## src/rtl/pwm_peripheral_pkg.sv

```systemverilog
`default_nettype none
// ============================================================================
// Module  : pwm_peripheral_pkg
// Purpose : Shared PWM definitions. These are the resolution, the full-duty
//           code and the default timebase. It also holds the SPI register map
//           that spi_peripheral uses, so the map is defined in one place only.
// Ports   : none (package)
// Config  : none
// Revision: 1.0 - initial release
// ============================================================================
package pwm_peripheral_pkg;

    localparam int         PWM_RES         = 8;
    localparam logic [7:0] PWM_DUTY_FULL   = 8'hFF;
    localparam int         CLK_DIV_DEFAULT = 13;
    localparam int         DIV_W_DEFAULT   = 8;

    // SPI register addresses, shared with spi_peripheral
    typedef enum logic [7:0] {
        REG_EN_OUT_LO = 8'h00,
        REG_EN_OUT_HI = 8'h01,
        REG_EN_PWM_LO = 8'h02,
        REG_EN_PWM_HI = 8'h03,
        REG_DUTY      = 8'h04
    } pwm_reg_addr_e;

    // Per-pin select. A disabled pin is low. An enabled static pin is high.
    // An enabled PWM pin follows the shared waveform.
    function automatic logic [15:0] pwm_pin_mux(input logic [15:0] en_out,
                                                input logic [15:0] en_pwm,
                                                input logic        pwm_sig);
        return en_out & (~en_pwm | {16{pwm_sig}});
    endfunction

endpackage
`default_nettype wire

```

## src/rtl/pwm_peripheral_if.sv

```systemverilog
`default_nettype none
// ============================================================================
// Module  : pwm_peripheral_if
// Purpose : Control register bundle written over SPI and consumed by the PWM.
// Ports   : en_reg_out_7_0 / en_reg_out_15_8 - output enables
//           en_reg_pwm_7_0 / en_reg_pwm_15_8 - PWM (1) / static high (0)
//           pwm_duty_cycle                    - shared duty code
//           modport master: register file side; modport slave: PWM side
// Revision: 1.0 - initial release
// ============================================================================
interface pwm_peripheral_if;
    import pwm_peripheral_pkg::*;

    logic [PWM_RES-1:0] en_reg_out_7_0;
    logic [PWM_RES-1:0] en_reg_out_15_8;
    logic [PWM_RES-1:0] en_reg_pwm_7_0;
    logic [PWM_RES-1:0] en_reg_pwm_15_8;
    logic [PWM_RES-1:0] pwm_duty_cycle;

    modport master (
        output en_reg_out_7_0, en_reg_out_15_8,
        output en_reg_pwm_7_0, en_reg_pwm_15_8,
        output pwm_duty_cycle
    );

    modport slave (
        input  en_reg_out_7_0, en_reg_out_15_8,
        input  en_reg_pwm_7_0, en_reg_pwm_15_8,
        input  pwm_duty_cycle
    );

endinterface
`default_nettype wire

```

## src/rtl/pwm_peripheral_timebase.sv

```systemverilog
`default_nettype none
// ============================================================================
// Module  : pwm_peripheral_timebase
// Purpose : Prescaler plus the 8-bit PWM counter. It produces a period-end
//           strobe and a registered one-clock sync pulse at each period start.
// Ports   : clk, rst_n (async active-low)
//           pwm_cnt    - current PWM step, 0..255, free-running wrap
//           period_end - high on the last clk of a period (combinational)
//           pwm_sync   - registered period_end, high on the first clk of a period
// Revision: 1.0 - initial release
// ============================================================================
module pwm_peripheral_timebase
    import pwm_peripheral_pkg::*;
#(
    parameter int CLK_DIV = CLK_DIV_DEFAULT,
    parameter int DIV_W   = DIV_W_DEFAULT
) (
    input  wire logic               clk,
    input  wire logic               rst_n,
    output logic [PWM_RES-1:0]      pwm_cnt,
    output logic                    period_end,
    output logic                    pwm_sync
);

    localparam logic [DIV_W-1:0]   C_DIV_LAST = DIV_W'(CLK_DIV - 1);
    localparam logic [PWM_RES-1:0] C_CNT_LAST = '1;

    logic [DIV_W-1:0]   r_prescaler;
    logic [PWM_RES-1:0] r_pwm_cnt;
    logic               r_pwm_sync;
    logic               w_step;

    // With CLK_DIV == 1 the prescaler stays at 0 and every clk is a step
    assign w_step     = (r_prescaler == C_DIV_LAST);
    assign period_end = w_step && (r_pwm_cnt == C_CNT_LAST);

    always_ff @(posedge clk or negedge rst_n) begin
        if (!rst_n) begin
            r_prescaler <= '0;
            r_pwm_cnt   <= '0;
            r_pwm_sync  <= 1'b0;
        end else begin
            r_prescaler <= w_step ? '0 : r_prescaler + DIV_W'(1);
            if (w_step) begin
                r_pwm_cnt <= r_pwm_cnt + PWM_RES'(1);
            end
            r_pwm_sync  <= period_end;
        end
    end

    assign pwm_cnt  = r_pwm_cnt;
    assign pwm_sync = r_pwm_sync;

endmodule
`default_nettype wire

```

## src/rtl/pwm_peripheral.sv

```systemverilog
`default_nettype none
// ============================================================================
// Module  : pwm_peripheral
// Purpose : Drives 16 pins from the SPI control registers. Each pin is forced
//           low, held static high, or driven by a shared 8-bit PWM waveform.
//           out[7:0] maps to uo_out and out[15:8] maps to uio_out.
// Ports   : clk, rst_n (async active-low)
//           regs     - control registers (pwm_peripheral_if.slave)
//           out      - registered pins, one clk after counter/enable change
//           pwm_sync - one-clk pulse on the first clk of each PWM period
// Config  : PWM_DUTY_SHADOW_EN - when defined, the duty code is captured only
//           at period end. A write can then never cut short or stretch the
//           pulse already in progress. When undefined, the duty code is used
//           straight from the register.
// Revision: 1.0 - initial release
// ============================================================================
module pwm_peripheral
    import pwm_peripheral_pkg::*;
#(
    parameter int CLK_DIV = CLK_DIV_DEFAULT,
    parameter int DIV_W   = DIV_W_DEFAULT
) (
    input  wire logic         clk,
    input  wire logic         rst_n,
    pwm_peripheral_if.slave   regs,
    output logic [15:0]       out,
    output logic              pwm_sync
);

    logic [PWM_RES-1:0] w_pwm_cnt;
    logic               w_period_end;
    logic [PWM_RES-1:0] w_duty_act;
    logic               w_pwm_sig;
    logic [15:0]        w_en_out;
    logic [15:0]        w_en_pwm;
    logic [15:0]        w_next_out;
    logic [15:0]        r_out;

    pwm_peripheral_timebase #(
        .CLK_DIV    (CLK_DIV),
        .DIV_W      (DIV_W)
    ) u_timebase (
        .clk        (clk),
        .rst_n      (rst_n),
        .pwm_cnt    (w_pwm_cnt),
        .period_end (w_period_end),
        .pwm_sync   (pwm_sync)
    );

`ifdef PWM_DUTY_SHADOW_EN
    logic [PWM_RES-1:0] r_duty_act;

    // Load at the period boundary, so the new duty starts exactly at pwm_cnt == 0
    always_ff @(posedge clk or negedge rst_n) begin
        if (!rst_n) begin
            r_duty_act <= '0;
        end else if (w_period_end) begin
            r_duty_act <= regs.pwm_duty_cycle;
        end
    end

    assign w_duty_act = r_duty_act;
`else
    // The period boundary is needed only to capture the duty code
    logic w_unused_period_end;
    assign w_unused_period_end = w_period_end;
    assign w_duty_act          = regs.pwm_duty_cycle;
`endif

    // The full-scale code means always high. Otherwise the step at cnt == 255
    // would make a one-clk dip at the wrap.
    assign w_pwm_sig  = (w_duty_act == PWM_DUTY_FULL) || (w_pwm_cnt < w_duty_act);

    assign w_en_out   = {regs.en_reg_out_15_8, regs.en_reg_out_7_0};
    assign w_en_pwm   = {regs.en_reg_pwm_15_8, regs.en_reg_pwm_7_0};
    assign w_next_out = pwm_pin_mux(w_en_out, w_en_pwm, w_pwm_sig);

    always_ff @(posedge clk or negedge rst_n) begin
        if (!rst_n) begin
            r_out <= '0;
        end else begin
            r_out <= w_next_out;
        end
    end

    assign out = r_out;

endmodule
`default_nettype wire

```

## src/flat_wrapper.sv

```systemverilog
// flat-port wrapper written by rule: the top's interface ports become plain ports
module pwm_peripheral_flat import pwm_peripheral_pkg::*;
#(
    parameter int CLK_DIV = CLK_DIV_DEFAULT,
    parameter int DIV_W   = DIV_W_DEFAULT
)
  (clk, rst_n, out, pwm_sync, regs_en_reg_out_7_0, regs_en_reg_out_15_8, regs_en_reg_pwm_7_0, regs_en_reg_pwm_15_8, regs_pwm_duty_cycle);
  pwm_peripheral_if regs_i ();
  input  wire logic clk;
  input  wire logic rst_n;
  output logic [15:0] out;
  output logic pwm_sync;
  input wire logic [$bits(regs_i.en_reg_out_7_0)-1:0] regs_en_reg_out_7_0;
  input wire logic [$bits(regs_i.en_reg_out_15_8)-1:0] regs_en_reg_out_15_8;
  input wire logic [$bits(regs_i.en_reg_pwm_7_0)-1:0] regs_en_reg_pwm_7_0;
  input wire logic [$bits(regs_i.en_reg_pwm_15_8)-1:0] regs_en_reg_pwm_15_8;
  input wire logic [$bits(regs_i.pwm_duty_cycle)-1:0] regs_pwm_duty_cycle;
  assign regs_i.en_reg_out_7_0 = regs_en_reg_out_7_0;
  assign regs_i.en_reg_out_15_8 = regs_en_reg_out_15_8;
  assign regs_i.en_reg_pwm_7_0 = regs_en_reg_pwm_7_0;
  assign regs_i.en_reg_pwm_15_8 = regs_en_reg_pwm_15_8;
  assign regs_i.pwm_duty_cycle = regs_pwm_duty_cycle;
  pwm_peripheral #(.CLK_DIV(CLK_DIV), .DIV_W(DIV_W)) u_core (.clk(clk), .rst_n(rst_n), .regs(regs_i), .out(out), .pwm_sync(pwm_sync));
endmodule
```

## config.mk

```make
export PLATFORM = sky130hd
export DESIGN_NAME = pwm_peripheral_flat
export DESIGN_NICKNAME = d
export VERILOG_FILES = /design/src/rtl/pwm_peripheral_pkg.sv /design/src/rtl/pwm_peripheral_if.sv /design/src/rtl/pwm_peripheral_timebase.sv /design/src/rtl/pwm_peripheral.sv /design/src/flat_wrapper.sv
export SDC_FILE = /design/constraint.sdc
export NUM_CORES = 1
export LEC_CHECK = 0
export CAP_MARGIN = 20
export CORE_ASPECT_RATIO = 1.2
export CORE_MARGIN = 2
export CORE_UTILIZATION = 35
export DETAILED_ROUTE_END_ITERATION = 8
export DONT_BUFFER_PORTS = 1
export PLACE_DENSITY = 0.46
export RECOVER_POWER = 50
export SYNTH_ARGS = -nofsm -noshare
export SYNTH_HDL_FRONTEND = slang
export SYNTH_SLANG_ARGS = --single-unit
```

## constraint.sdc

```tcl
create_clock -name clk -period 3.4 [get_ports clk]
set_clock_uncertainty 0.1 [all_clocks]
set_input_delay 0.17 -clock clk [delete_from_list [all_inputs] [get_ports clk]]
set_output_delay 0.17 -clock clk [all_outputs]
set_load 0.005 [all_outputs]
```

* After elaboration in Yosys (flattened, before gate mapping)
Index checks and enable logic that the tools add are counted.
** Storage, ports and cells
- Flip-flop bits (word level) :: 33
- Input port bits :: 42
- Output and inout port bits :: 17
** Operators by class
- $add $sub $neg :: 2
- Magnitude comparators :: 1
- Equal/unequal tests :: 3
- Mux-type cells :: 1
- Bitwise operators :: 3
- Reductions and logical operators :: 2
** Operator list (count)
- 8-bit by 1-bit adder with 8-bit output (second input constant) :: 2
- 16-bit AND :: 1
- 8-bit equality test (second input constant) :: 2
- 16-bit NOT :: 1
- 16-bit bitwise OR :: 1
- 8-bit by 4-bit equality test with 1-bit output (second input constant) :: 1
- 8-bit < comparator :: 1
- 8-bit 2-to-1 mux :: 1
- 1-bit logical AND :: 1
- 1-bit logical OR :: 1

* Depth between registers and ports, before layout
Gate-level depths: netlist of run 1.
- Depth after elaboration :: 4
- Gate-level depth with buffers :: 7

* Modules after synthesis
A second synthesis of run 1 with hierarchy kept.
** Second synthesis, totals
- Cell total of the unflattened synthesis :: 126
- Area total of the unflattened synthesis :: 1606.5 µm²
** Modules (own cells, without submodules)
- pwm_peripheral :: times used 1, cells each 60, area each 815.8 µm², sequential area each 400.4 µm²
- pwm_peripheral_timebase :: times used 1, cells each 66, area each 790.8 µm², sequential area each 425.4 µm²

* Worst setup path before layout of run 1
OpenSTA, ideal clock, no wires.
- Path type :: reg2reg
- Start point :: register u_core.u_timebase.r_pwm_cnt[6], in the netlist u_core.u_timebase.pwm_cnt[6]
- End point :: register u_core.r_out[10], in the netlist u_core.out[10]
- Data arrival time :: 1.610 ns
- Data required time :: 3.178 ns
- Path slack :: 1.568 ns
- Stages on the path, launching flop included :: 7
- Buffers on the path :: 1
- Cell sequence :: dfrtp_1 -> ha_1 -> and4_2 -> o21ai_2 -> o32ai_2 -> buf_6 -> a21boi_2
** Between the ends
- Cells in the longest elaborated chain, start to end :: 4
** RTL lines
- start: declaration :: RTL line pwm_peripheral_timebase.sv:29 : logic [PWM_RES-1:0] r_pwm_cnt;
- start signal: assignment :: RTL line pwm_peripheral_timebase.sv:45 : r_pwm_cnt <= r_pwm_cnt + PWM_RES'(1);
- 8-bit < comparator :: RTL line pwm_peripheral.sv:72 : assign w_pwm_sig = (w_duty_act == PWM_DUTY_FULL) || (w_pwm_cnt < w_duty_act);
- 1-bit logical OR :: RTL line pwm_peripheral.sv:72
- 16-bit bitwise OR :: RTL line pwm_peripheral_pkg.sv:32 : return en_out & (~en_pwm | {16{pwm_sig}});
- 16-bit AND :: RTL line pwm_peripheral_pkg.sv:32
- named net u_core.w_next_out[10] :: RTL line pwm_peripheral.sv:36 : logic [15:0] w_next_out;
- end signal: assignment :: RTL line pwm_peripheral.sv:82 : r_out <= w_next_out;
- end: declaration :: RTL line pwm_peripheral.sv:37 : logic [15:0] r_out;
The timed path passes the listed nets, and every way through them passes these cells.
A chain may end at the register's enable or synchronous reset.

* Worst setup path in the final report of run 1
- Start point :: register u_core.u_timebase.r_pwm_cnt[7], in the netlist u_core.u_timebase.pwm_cnt[7]
- End point :: register u_core.r_out[0], in the netlist u_core.out[0]
The elaborated chain is that of the path after synthesis.

==> results of run 1 <==
## worst register-to-register path, delay by kind of cell, from the launching register on
family	cells	cell delay [ns]
fa+ha+maj	1	0.33
flops	1	0.42
buf+inv	2	0.85
compound gates	3	0.45
simple gates	1	0.23
## layer usage
metal | vias to the layer above | routed length [um] | GRT usage (%) | share of wire (%)
li1 | 504 | - | - | -
met1 | 504 | 1170 | 15.5 | 39
met2 | 40 | 1550 | 22.6 | 52
met3 | 5 | 219 | 6.45 | 7.4
met4 | 0 | 34 | 5.11 | 1.1
met5 | - | 0 | 0 | 0
## registers in the layout (all words and copies together) (netlist names)
name	count
u_core.out	16
u_core.u_timebase.pwm_cnt	8
u_core.u_timebase.pwm_sync	1
u_core.u_timebase.r_prescaler	8
## cell usage after synthesis
library cell / instances
a21boi_2: 10
a2111oi_4: 1
buf_4: 1
and4_2: 1
mux2_2: 1
o21ai_2: 1
and3_1: 2
dfrtp_1: 33
a21boi_0: 6
nor3_1: 2
o21a_1: 1
nor2_1: 7
ha_1: 10
xor2_1: 4
o32ai_2: 1
and2_1: 1
nand4_1: 9
and4b_1: 1
nand2b_4: 1
inv_1: 10
a21oi_1: 1
xnor2_1: 9
nand3_1: 2
a41o_2: 1
buf_6: 1
a21o_1: 1
nand2_1: 4
## kinds of logic after synthesis
group	Yosys count	synth area share [%]
fa+ha+maj	10	8.10
mux	1	0.729
xor+xnor	13	7.37
simple gates	30	11.0
compound gates	23	15.6
buf+inv	12	3.65
flops	33	53.5
## layout make-up
cell class	count	area (um^2)	area share [%]
clock inverter	3	46.3	2.26
inverter	10	37.5	1.83
clock buffer	5	68.8	3.35
timing repair buffer	35	342	16.6
multi-input combinational	77	662	32.3
tap	56	70.1	3.41
sequential	33	826	40.2
## what timing repair did
| item | in CTS | in global routing |
|---|---|---|
| endpoints found under the hold margin | 49 | 0 |
| setup buffers | 0 | 0 |
| hold buffers | 34 | 0 |
## worst paths after layout
path,depth (start not counted),to,start,slack (ns)
setup / recovery,7,u_core.out[0]$_DFF_PN0_,u_core.u_timebase.pwm_cnt[7]$_DFFE_PN0N_,0.93
hold / removal,1,u_core.u_timebase.r_prescaler[7]$_DFF_PN0_,u_core.u_timebase.r_prescaler[7]$_DFF_PN0_,0.38
setup reg to reg,7,u_core.out[0]$_DFF_PN0_,u_core.u_timebase.pwm_cnt[7]$_DFFE_PN0N_,0.93
hold reg to reg,1,u_core.u_timebase.r_prescaler[7]$_DFF_PN0_,u_core.u_timebase.r_prescaler[7]$_DFF_PN0_,0.38
max in group asynchronous,2,u_core.out[7]$_DFF_PN0_,rst_n,1.38
min in group asynchronous,2,u_core.u_timebase.pwm_sync$_DFF_PN0_,rst_n,0.80
## power by group
group          internal (W)   total, W  switching [W]  leakage [nW]
sequential         0.000402   0.000408     0.00000577         0.404
clock              0.000219   0.000372       0.000153        0.0543
combinational     0.0000378  0.0000589      0.0000211         0.446
total              0.000659   0.000839       0.000179         0.904
## stage by stage
step,hold slack (ns),setup slack [ns],power (W)
global route,0.405,0.792,0.000883
global placement,-0.225,1.53,0.000436
CTS,0.244,0.912,0.000854
detailed placement,-0.225,1.44,0.000437
finish,0.382,0.934,0.000839
floorplan,-0.226,1.57,0.000432
==> summary.txt, run 1 <==
Run
  • Max-capacitance violation count: 1

Clocking
  • CTS root buf: clkbuf_8
  • Clock tree from TritonCTS: done
  • Cells resized by post-CTS repair: 0
  • Maximum buffer depth of the clock tree: 2
  • Clock input transition at the sequential cells of the worst setup and hold paths: roughly 0.070 ns
  • Num CTS Buffers: 5
  • Clock latency reported for the late side of the worst-skew pair: 0.28 ns
  • H-Tree Depth: 2
  • TritonCTS sink count: 33

Logic synthesis
  • Post-synthesis cell count: 122
  • Post-synth top area cell: dfrtp_1
  • Synth cell types: 27
  • #FFs+latches synth: 33
  • Number of warnings issued by yosys: 0
  • Top cells by area in the synthesized netlist: dfrtp_1, ha_1, a21boi_2, xnor2_1, nand4_1
  • Average footprint of a synthesized cell: 12.7 um^2
  • Syn nets: 174
  • Combined area of all synthesized cells: between 1500 and 2000 um^2
  • Part of the Yosys area used for sequential elements: 53.5%
  • Portion of synthesized cell area occupied by the leading cell type: roughly 53%

Run status
  • Violated checks: capacitance limit, slew limit
  • Outcome: finished with violations

Place
  • Last weighted congestion value of the routability-driven placer: ~0.72
  • Port Buffer Count: 0
  • Number of placed cells counting well taps: 177
  • Half-perimeter wire length of the detailed placement result: 2.03 mm
  • Standard cell area after detailed placement: 1600 um^2

Finish
  • Post-synthesis to final-layout area growth: 32.9%
  • Count of placed standard cells in the final layout, fillers left out: around 220
  • Most used cells in the layout excluding fill and tap cells: dlygate4sd3_1, dfrtp_1, inv_1, a21boi_2, ha_1
  • Utilization of the core after routing: 48.2%
  • Share of post-route cells with drive strength above 1: 16.0%
  • Number of nets in the layout: 214
  • Number of filler cells placed in the layout: 392
  • Summed area of non-filler cells in the final layout: 2050 um^2
  • Diodes inserted: 0

Min path
  • Hold crit path type: flip-flop to flip-flop

Power and ir drop
  • Total power divided by cell area: 409 nW/um^2
  • Static leakage power: around 0.90 nW
  • Peak supply drop: 0.000253 V

Detailed routing
  • DRC violations left: 0
  • Vias post-DR: 1,053
  • First-pass iteration count of the detailed router: 4
  • Starting DRC count in detailed routing: 27
  • Final antenna-violating net count: 0
  • Post-Route WL: about 3 mm
  • Ratio of routed vias to standard cells: 4.81
  • Wire length per cell after detailed routing: 13.6 um

Timing
  • Measured slew at the worst slew-check pin: 1.76 ns
  • Relative slew margins: -17.3%
  • Period Utilization, post-route: 72.5%
  • Final TNS setup: 0 ns
  • Minimum period implied by the final worst setup slack: 2.47 ns
  • Fmax: 0.405 GHz
  • Final setup vio count: 0
  • Unrepaired setup endpoints after global routing: no
  • Number of max-slew violations in the final report: 34
  • Final hold viol count: 0

Worst setup path
  • Worst Path Required: 3.47 ns
  • Crit end category: flip-flop
  • Maximum fanout count along the critical path: 16
  • Worst path max stage delay: 0.56 ns
  • CP bufs+invs: 2
  • Cell type group with the largest total delay on the critical path: buffers and inverters
  • Startpoint Class: flip-flop
  • Slowest cell on crit path: dlygate4sd3_1
  • Crit-path cells: ha_1, and4_2, o21ai_2, o32ai_2, buf_4, a21boi_0, dlygate4sd3_1
  • Worst path arrival time: 2.54 ns
  • Critical Setup Path Class: flip-flop to flip-flop

Global route
  • Largest net degree at the start of global routing: 34
  • Number of antenna violations at the first check in global routing: 0
  • First-pass GRT wire length: roughly 5.1 mm
  • Number of global-route vias before repair: roughly 1.2k
  • Final global-route overflow total: 0
  • Total GRT Usage: about 14%

Floorplanning
  • Overall die area: around 5000 um^2
  • Number of top-level pins: between 50 and 60
  • Number of core rows: 26
  • Floorplan die height: 76.8 um
  • Overall die width: 64.6 um
  • Core Area: around 4300 um^2
  • Initial Utilization: 36.2%
Note: power is estimated with default switching activity, not from simulation.
==> run 2, diff against run 1 <==
--- a/config.mk
+++ b/config.mk
@@ -11,7 +11,7 @@
 export CORE_UTILIZATION = 35
 export DETAILED_ROUTE_END_ITERATION = 8
 export DONT_BUFFER_PORTS = 1
-export PLACE_DENSITY = 0.46
+export PLACE_DENSITY = 0.48
 export RECOVER_POWER = 50
 export SYNTH_ARGS = -nofsm -noshare
 export SYNTH_HDL_FRONTEND = slang
==> constraint.sdc (replaced) <==
create_clock -name clk -period 2 [get_ports clk]
set_clock_uncertainty 0.1 [all_clocks]
set_input_delay 0.1 -clock clk [delete_from_list [all_inputs] [get_ports clk]]
set_output_delay 0.1 -clock clk [all_outputs]
set_load 0.005 [all_outputs]
==> run 2 against run 1 <==
Compared with the run above:
- non-clock buffer count up 3
- largest power group unchanged
- highest routed layer unchanged
- worst hold slack worse by 0.082 ns
- critical path depth decreased by 1
- die area unchanged
- the flow now finishes without violations
- largest cell class unchanged
- setup slack got worse by 0.84 ns
- flip-flop and latch count stayed put
==> summary.txt, run 2 (synthesis results as in run 1) <==
Timing
  • Final setup vio count: 0 (unchanged)
  • Period Utilization, post-route: 95.3% (was 72.5%)
  • Fmax: 0.524 GHz (was 0.405 GHz)
  • Measured slew at the worst slew-check pin: 0.796 ns (was 1.76 ns)
  • Final TNS setup: 0 ns (unchanged)
  • Final hold viol count: 0 (unchanged)
  • Number of max-slew violations in the final report: 0 (was 34)
  • Relative slew margins: 46.9% (was -17.3%)
  • Minimum period implied by the final worst setup slack: 1.91 ns (was 2.47 ns)
  • Unrepaired setup endpoints after global routing: no (unchanged)

Floorplanning
  • Core Area: 4260 um^2 (unchanged)
  • Overall die area: 4960 um^2 (unchanged)
  • Number of top-level pins: 59 (unchanged)
  • Number of core rows: 26 (unchanged)
  • Initial Utilization: 36.2% (unchanged)
  • Overall die width: 64.6 um (unchanged)
  • Floorplan die height: 76.8 um (unchanged)

Detailed routing
  • First-pass iteration count of the detailed router: 4 (unchanged)
  • Wire length per cell after detailed routing: 14.2 um (was 13.6 um)
  • Starting DRC count in detailed routing: 14 (was 27)
  • Post-Route WL: 3.15 mm (was 2.98 mm)
  • Vias post-DR: 1,069 (was 1,053)
  • DRC violations left: 0 (unchanged)
  • Ratio of routed vias to standard cells: 4.82 (was 4.81)
  • Final antenna-violating net count: 0 (unchanged)

Place
  • Port Buffer Count: 0 (unchanged)
  • Half-perimeter wire length of the detailed placement result: 2.10 mm (was 2.03 mm)
  • Last weighted congestion value of the routability-driven placer: 0.698 (was 0.717)

Worst setup path
  • Worst Path Required: 2.05 ns (was 3.47 ns)
  • FF-to-FF Start: u_core.u_timebase.pwm_cnt[5]$_DFFE_PN0N_ (was u_core.u_timebase.pwm_cnt[7]$_DFFE_PN0N_)
  • Maximum fanout count along the critical path: 16 (unchanged)
  • Crit end category: flip-flop (unchanged)
  • Timing startpoint of the critical path: u_core.u_timebase.pwm_cnt[5]$_DFFE_PN0N_ (was u_core.u_timebase.pwm_cnt[7]$_DFFE_PN0N_)
  • Critical Setup Path Class: flip-flop to flip-flop (unchanged)
  • Startpoint Class: flip-flop (unchanged)
  • Worst path arrival time: 1.95 ns (was 2.54 ns)

Global route
  • First-pass GRT wire length: 5.42 mm (was 5.13 mm)
  • Number of antenna violations at the first check in global routing: 0 (unchanged)
  • Total GRT Usage: 14.2% (was 13.8%)
  • Final global-route overflow total: 0 (unchanged)
  • Largest net degree at the start of global routing: 34 (unchanged)
  • Number of global-route vias before repair: 1,206 (was 1,153)

Clocking
  • Clock tree from TritonCTS: done (unchanged)
  • CTS root buf: clkbuf_8 (unchanged)
  • TritonCTS sink count: 33 (unchanged)
  • Clock latency reported for the late side of the worst-skew pair: 0.28 ns (about the same)
  • Num CTS Buffers: 5 (unchanged)
  • H-Tree Depth: 2 (unchanged)
  • Clock input transition at the sequential cells of the worst setup and hold paths: 0.07 ns (about the same)
  • Maximum buffer depth of the clock tree: 2 (unchanged)

Run
  • Max-capacitance violation count: 0 (was 1)

Power and ir drop
  • Static leakage power: 0.926 nW (was 0.904 nW)
  • Design Power: 0.00133 W (was 0.000839 W)
  • Total power divided by cell area: 643 nW/um^2 (was 409 nW/um^2)
  • Peak supply drop: 0.000429 V (was 0.000253 V)

Finish
  • Share of post-route cells with drive strength above 1: 18.1% (was 16.0%)
  • Utilization of the core after routing: 48.7% (was 48.2%)
  • Number of nets in the layout: 217 (was 214)
  • Diodes inserted: 0 (unchanged)
  • Post-synthesis to final-layout area growth: 34.4% (was 32.9%)
  • Number of filler cells placed in the layout: 386 (was 392)
  • Most used cells in the layout excluding fill and tap cells: dlygate4sd3_1, dfrtp_1, inv_1, a21boi_2, ha_1 (unchanged)
  • Number of flip-flops under the largest register name: 16 (unchanged)

Min path
  • Hold path startpoint: regs_pwm_duty_cycle[0] (was u_core.u_timebase.r_prescaler[7]$_DFF_PN0_)
  • Hold crit path type: primary input to flip-flop (was flip-flop to flip-flop)

Run status
  • Outcome: complete, no violations (was finished with violations)
## run 2: cell count changes in the layout (fill, tap and decap cells not counted)
cell and delta:
clkinv_4 -1, buf_4 +2, clkbuf_1 -1, clkinv_2 +1, clkinvlp_4 -1, bufinv_16 -1, buf_12 +1, clkbuf_8 +2
clkbuf_2 +1
## run 2: power breakdown
part	switching, W	internal (W)
registers	0.00000963	0.000684
clock network	0.000226	0.000311
logic	0.0000380	0.0000648
## run 2: final cells by class
cell class	count	area [um^2]	area share (%)
tap	56	70.1	3.38
clock buffer	7	96.3	4.64
multi-input combinational	77	662	31.9
clock inverter	1	5.00	0.241
sequential	33	826	39.8
timing repair buffer	38	378	18.2
inverter	10	37.5	1.81
## run 2: metrics by stage
step                hold slack [ns]  cells  setup WS, ns  cell area [um^2]
global placement             -0.295    180         0.162              1640
global route                  0.341    222       0.00486              2070
floorplan                    -0.296    122         0.168              1540
CTS                           0.157    222        0.0837              2090
detailed placement           -0.295    180         0.109              1640
finish                        0.300    222        0.0932              2070
## run 2: path summary, 6_finish.rpt
kind / to / slack, ns / cells past startpoint
setup / recovery: u_core.out[15]$_DFF_PN0_ / 0.09 / 6
hold / removal: u_core.out[6]$_DFF_PN0_ / 0.30 / 5
setup reg to reg: u_core.out[15]$_DFF_PN0_ / 0.09 / 6
hold reg to reg: u_core.u_timebase.r_prescaler[7]$_DFF_PN0_ / 0.37 / 1
max in group asynchronous: u_core.u_timebase.pwm_cnt[3]$_DFFE_PN0N_ / 0.95 / 2
min in group asynchronous: u_core.u_timebase.r_prescaler[2]$_DFF_PN0_ / 0.34 / 2
## run 2: routing by layer
layer	wire (um)	track usage [%]
met2	1720	25.4
met5	0	0
met1	1170	15.3
met4	57	5.32
met3	202	4.84
## run 2: repair_timing
| item | in CTS | in global routing |
|---|---|---|
| endpoints found under the hold margin | 49 | 0 |
| setup buffers | 0 | 0 |
| gates resized for setup | 0 | 0 |
| hold buffers | 34 | 0 |
## run 2: critical path, stage by stage, from the launching register on
cell and delay, ns:
dfrtp_1 0.42, ha_1 0.31, and4_2 0.24, o21ai_2 0.06, o32ai_2 0.33, buf_12 0.20, a21boi_0 0.11
==> run 3, diff against run 2 <==
--- a/config.mk
+++ b/config.mk
@@ -6,13 +6,15 @@
 export NUM_CORES = 1
 export LEC_CHECK = 0
 export CAP_MARGIN = 20
+export CELL_PAD_IN_SITES_DETAIL_PLACEMENT = 0
+export CELL_PAD_IN_SITES_GLOBAL_PLACEMENT = 1
 export CORE_ASPECT_RATIO = 1.2
 export CORE_MARGIN = 2
 export CORE_UTILIZATION = 35
 export DETAILED_ROUTE_END_ITERATION = 8
 export DONT_BUFFER_PORTS = 1
-export PLACE_DENSITY = 0.48
-export RECOVER_POWER = 50
+export PLACE_DENSITY = 0.59
+export RECOVER_POWER = 100
 export SYNTH_ARGS = -nofsm -noshare
 export SYNTH_HDL_FRONTEND = slang
 export SYNTH_SLANG_ARGS = --single-unit
==> run 3 against run 2 <==
Compared with the run above:
- combinational power is 8% lower
- clock power is 21% higher
- flip-flop and latch count did not move
- non-clock buffer count did not move
- routed wire length is 5.1% lower
- maximum frequency is 1.8% higher
- worst hold slack got worse by 0.068 ns
==> summary.txt, run 3 (synthesis results as in run 1) <==
Run status
  • Outcome: complete, no violations (unchanged)

Min path
  • Cell depth of the worst min-delay path: 5 (unchanged)
  • Hold path startpoint: regs_pwm_duty_cycle[0] (unchanged)
  • Endpoint, Worst Hold: u_core.out[9]$_DFF_PN0_ (was u_core.out[6]$_DFF_PN0_)
  • Hold crit path type: primary input to flip-flop (unchanged)

Worst setup path
  • Worst path arrival time: 1.93 ns (was 1.95 ns)
  • Crit-path cells: ha_1, and4_2, o21ai_0, o32ai_2, buf_12, a21boi_0 (was ha_1, and4_2, o21ai_2, o32ai_2, buf_12, a21boi_0)
  • Length in cells of the worst reg-to-reg path: 6 (unchanged)
  • Worst setup slack for register-to-register paths: 0.13 ns (was 0.09 ns)
  • FF-to-FF Start: u_core.u_timebase.pwm_cnt[5]$_DFFE_PN0N_ (unchanged)
  • Destination of the worst register-to-register timing path: u_core.out[12]$_DFF_PN0_ (was u_core.out[15]$_DFF_PN0_)
  • Startpoint Class: flip-flop (unchanged)
  • Slowest cell on crit path: dfrtp_1 (unchanged)
  • Critical Setup Path Class: flip-flop to flip-flop (unchanged)
  • Worst path max stage delay: 0.41 ns (was 0.42 ns)
  • Maximum fanout count along the critical path: 16 (unchanged)
  • Worst Path Required: 2.06 ns (was 2.05 ns)
  • Crit end category: flip-flop (unchanged)

Floorplanning
  • Overall die area: 4960 um^2 (unchanged)
  • Number of core rows: 26 (unchanged)
  • Initial Utilization: 36.2% (unchanged)
  • Number of top-level pins: 59 (unchanged)
  • Core Area: 4260 um^2 (unchanged)
  • Floorplan die height: 76.8 um (unchanged)
  • Overall die width: 64.6 um (unchanged)

Global route
  • Number of antenna violations at the first check in global routing: 0 (unchanged)
  • Total GRT Usage: 14.0% (was 14.2%)
  • Number of global-route vias before repair: 1,186 (was 1,206)
  • Largest net degree at the start of global routing: 34 (unchanged)
  • Final global-route overflow total: 0 (unchanged)
  • First-pass GRT wire length: 5.22 mm (was 5.42 mm)

Timing
  • Final TNS setup: 0 ns (unchanged)
  • Period Utilization, post-route: 93.7% (was 95.3%)
  • Unrepaired setup endpoints after global routing: no (unchanged)
  • Relative slew margins: 48.0% (was 46.9%)
  • Fmax: 0.534 GHz (was 0.524 GHz)
  • Minimum period implied by the final worst setup slack: 1.87 ns (was 1.91 ns)
  • Measured slew at the worst slew-check pin: 0.780 ns (was 0.796 ns)
  • Final hold viol count: 0 (unchanged)
  • Final setup vio count: 0 (unchanged)
  • Number of max-slew violations in the final report: 0 (unchanged)

Place
  • Port Buffer Count: 0 (unchanged)
  • Last weighted congestion value of the routability-driven placer: 0.799 (was 0.698)
  • Half-perimeter wire length of the detailed placement result: 2.16 mm (was 2.10 mm)

Clocking
  • Clock input transition at the sequential cells of the worst setup and hold paths: 0.07 ns (about the same)
  • H-Tree Depth: 2 (unchanged)
  • Clock latency reported for the late side of the worst-skew pair: 0.29 ns (was 0.28 ns)
  • Buffers inserted by post-CTS timing repair: 0 (unchanged)
  • Cells resized by post-CTS repair: 0 (unchanged)
  • CTS root buf: clkbuf_8 (unchanged)
  • Num CTS Buffers: 5 (unchanged)
  • Clock tree from TritonCTS: done (unchanged)
  • TritonCTS sink count: 33 (unchanged)
  • Maximum buffer depth of the clock tree: 2 (unchanged)
  • Count of hold-fix buffers inserted at cts: 34 (unchanged)

Detailed routing
  • Post-Route WL: 2.99 mm (was 3.15 mm)
  • DRC violations left: 0 (unchanged)
  • First-pass iteration count of the detailed router: 4 (unchanged)
  • Ratio of routed vias to standard cells: 4.90 (was 4.82)
  • Final antenna-violating net count: 0 (unchanged)
  • Vias post-DR: 1,087 (was 1,069)
  • Wire length per cell after detailed routing: 13.5 um (was 14.2 um)
  • Starting DRC count in detailed routing: 21 (was 14)

Power and ir drop
  • Static leakage power: 0.914 nW (was 0.926 nW)
  • Peak supply drop: 0.000694 V (was 0.000429 V)
  • Logic pwr share: 6.6% (was 7.7%)
  • Part of the total power dissipated in sequential elements: 48.3% (was 52.0%)
  • Share of total power consumed by net switching: 20.0% (was 20.5%)
  • Clock share of power: 45.1% (was 40.2%)
  • Internal power summed over all cells: 0.00115 W (was 0.00106 W)
  • Net load switching power: 0.000287 W (was 0.000274 W)
  • Total power divided by cell area: 699 nW/um^2 (was 643 nW/um^2)

Finish
  • Number of flip-flops under the largest register name: 16 (unchanged)
  • Number of nets in the layout: 217 (unchanged)
  • Number of filler cells placed in the layout: 391 (was 386)
  • Post-synthesis to final-layout area growth: 33.1% (was 34.4%)
  • Share of post-route cells with drive strength above 1: 12.0% (was 18.1%)
  • Most used cells in the layout excluding fill and tap cells: dlygate4sd3_1, dfrtp_1, a21boi_0 (was dlygate4sd3_1, dfrtp_1, inv_1, a21boi_2, ha_1)
  • Utilization of the core after routing: 48.2% (was 48.7%)
  • Diodes inserted: 0 (unchanged)

Run
  • Max-capacitance violation count: 0 (unchanged)
[run 3: layout make-up]
cell class,count,area [um^2],share of cell area [%]
repair buffers,38,374,18.2
inverters,10,37.5,1.83
clock inverters,2,37.5,1.83
flip-flops and latches,33,826,40.2
multi-input cells,77,628,30.6
clock buffers,6,82.6,4.02
well taps,56,70.1,3.41
[run 3: worst max-delay path by stage]
stage,from,end,slack [ns]
after floorplan,u_core.u_timebase.pwm_cnt[6]$_DFFE_PN0N_,u_core.out[10]$_DFF_PN0_,0.17
after global placement,u_core.u_timebase.pwm_cnt[7]$_DFFE_PN0N_,u_core.out[0]$_DFF_PN0_,0.17
after detailed placement,u_core.u_timebase.pwm_cnt[5]$_DFFE_PN0N_,u_core.out[1]$_DFF_PN0_,0.14
after CTS,u_core.u_timebase.pwm_cnt[7]$_DFFE_PN0N_,u_core.out[1]$_DFF_PN0_,0.14
after global routing,u_core.u_timebase.pwm_cnt[5]$_DFFE_PN0N_,u_core.out[12]$_DFF_PN0_,0.04
final,u_core.u_timebase.pwm_cnt[5]$_DFFE_PN0N_,u_core.out[12]$_DFF_PN0_,0.13
[run 3: power by group through the flow]
| stage | combinational, W | clock (W) | sequential, W |
|---|---|---|---|
| floorplan | 0.0000312 | 0 | 0.000704 |
| global placement | 0.0000348 | 0 | 0.000707 |
| detailed placement | 0.0000365 | 0 | 0.000707 |
| CTS | 0.000107 | 0.000671 | 0.000695 |
| global route | 0.000106 | 0.000709 | 0.000695 |
| finish | 0.0000943 | 0.000648 | 0.000695 |
[run 3: per-stage QoR]
step | setup WS, ns | hold WS, ns | area (um^2) | instances | total power, W
after floorplan | 0.168 | -0.296 | 1540 | 122 | 0.000735
after global placement | 0.174 | -0.295 | 1640 | 180 | 0.000742
after detailed placement | 0.137 | -0.295 | 1640 | 180 | 0.000744
after CTS | 0.137 | 0.143 | 2110 | 222 | 0.00147
after global routing | 0.0403 | 0.264 | 2060 | 222 | 0.00151
final | 0.126 | 0.232 | 2060 | 222 | 0.00144
[run 3: metal layers]
layer	vias up	global-route usage [%]	part of all wire [%]
met4	0	8.94	3.7
met3	11	5.13	6.2
met1	532	14.0	36
met2	35	23.9	54
met5	-	0	0
li1	509	-	-
[run 3: worst max-delay path: cells and delay by family (launching register included)]
kind	cells	cell delay, ns
AO/OA/AOI/OAI	3	0.54
buffers and inverters	1	0.18
flip-flops	1	0.41
AND/OR/NAND/NOR	1	0.21
adder cells (fa/ha/maj)	1	0.30
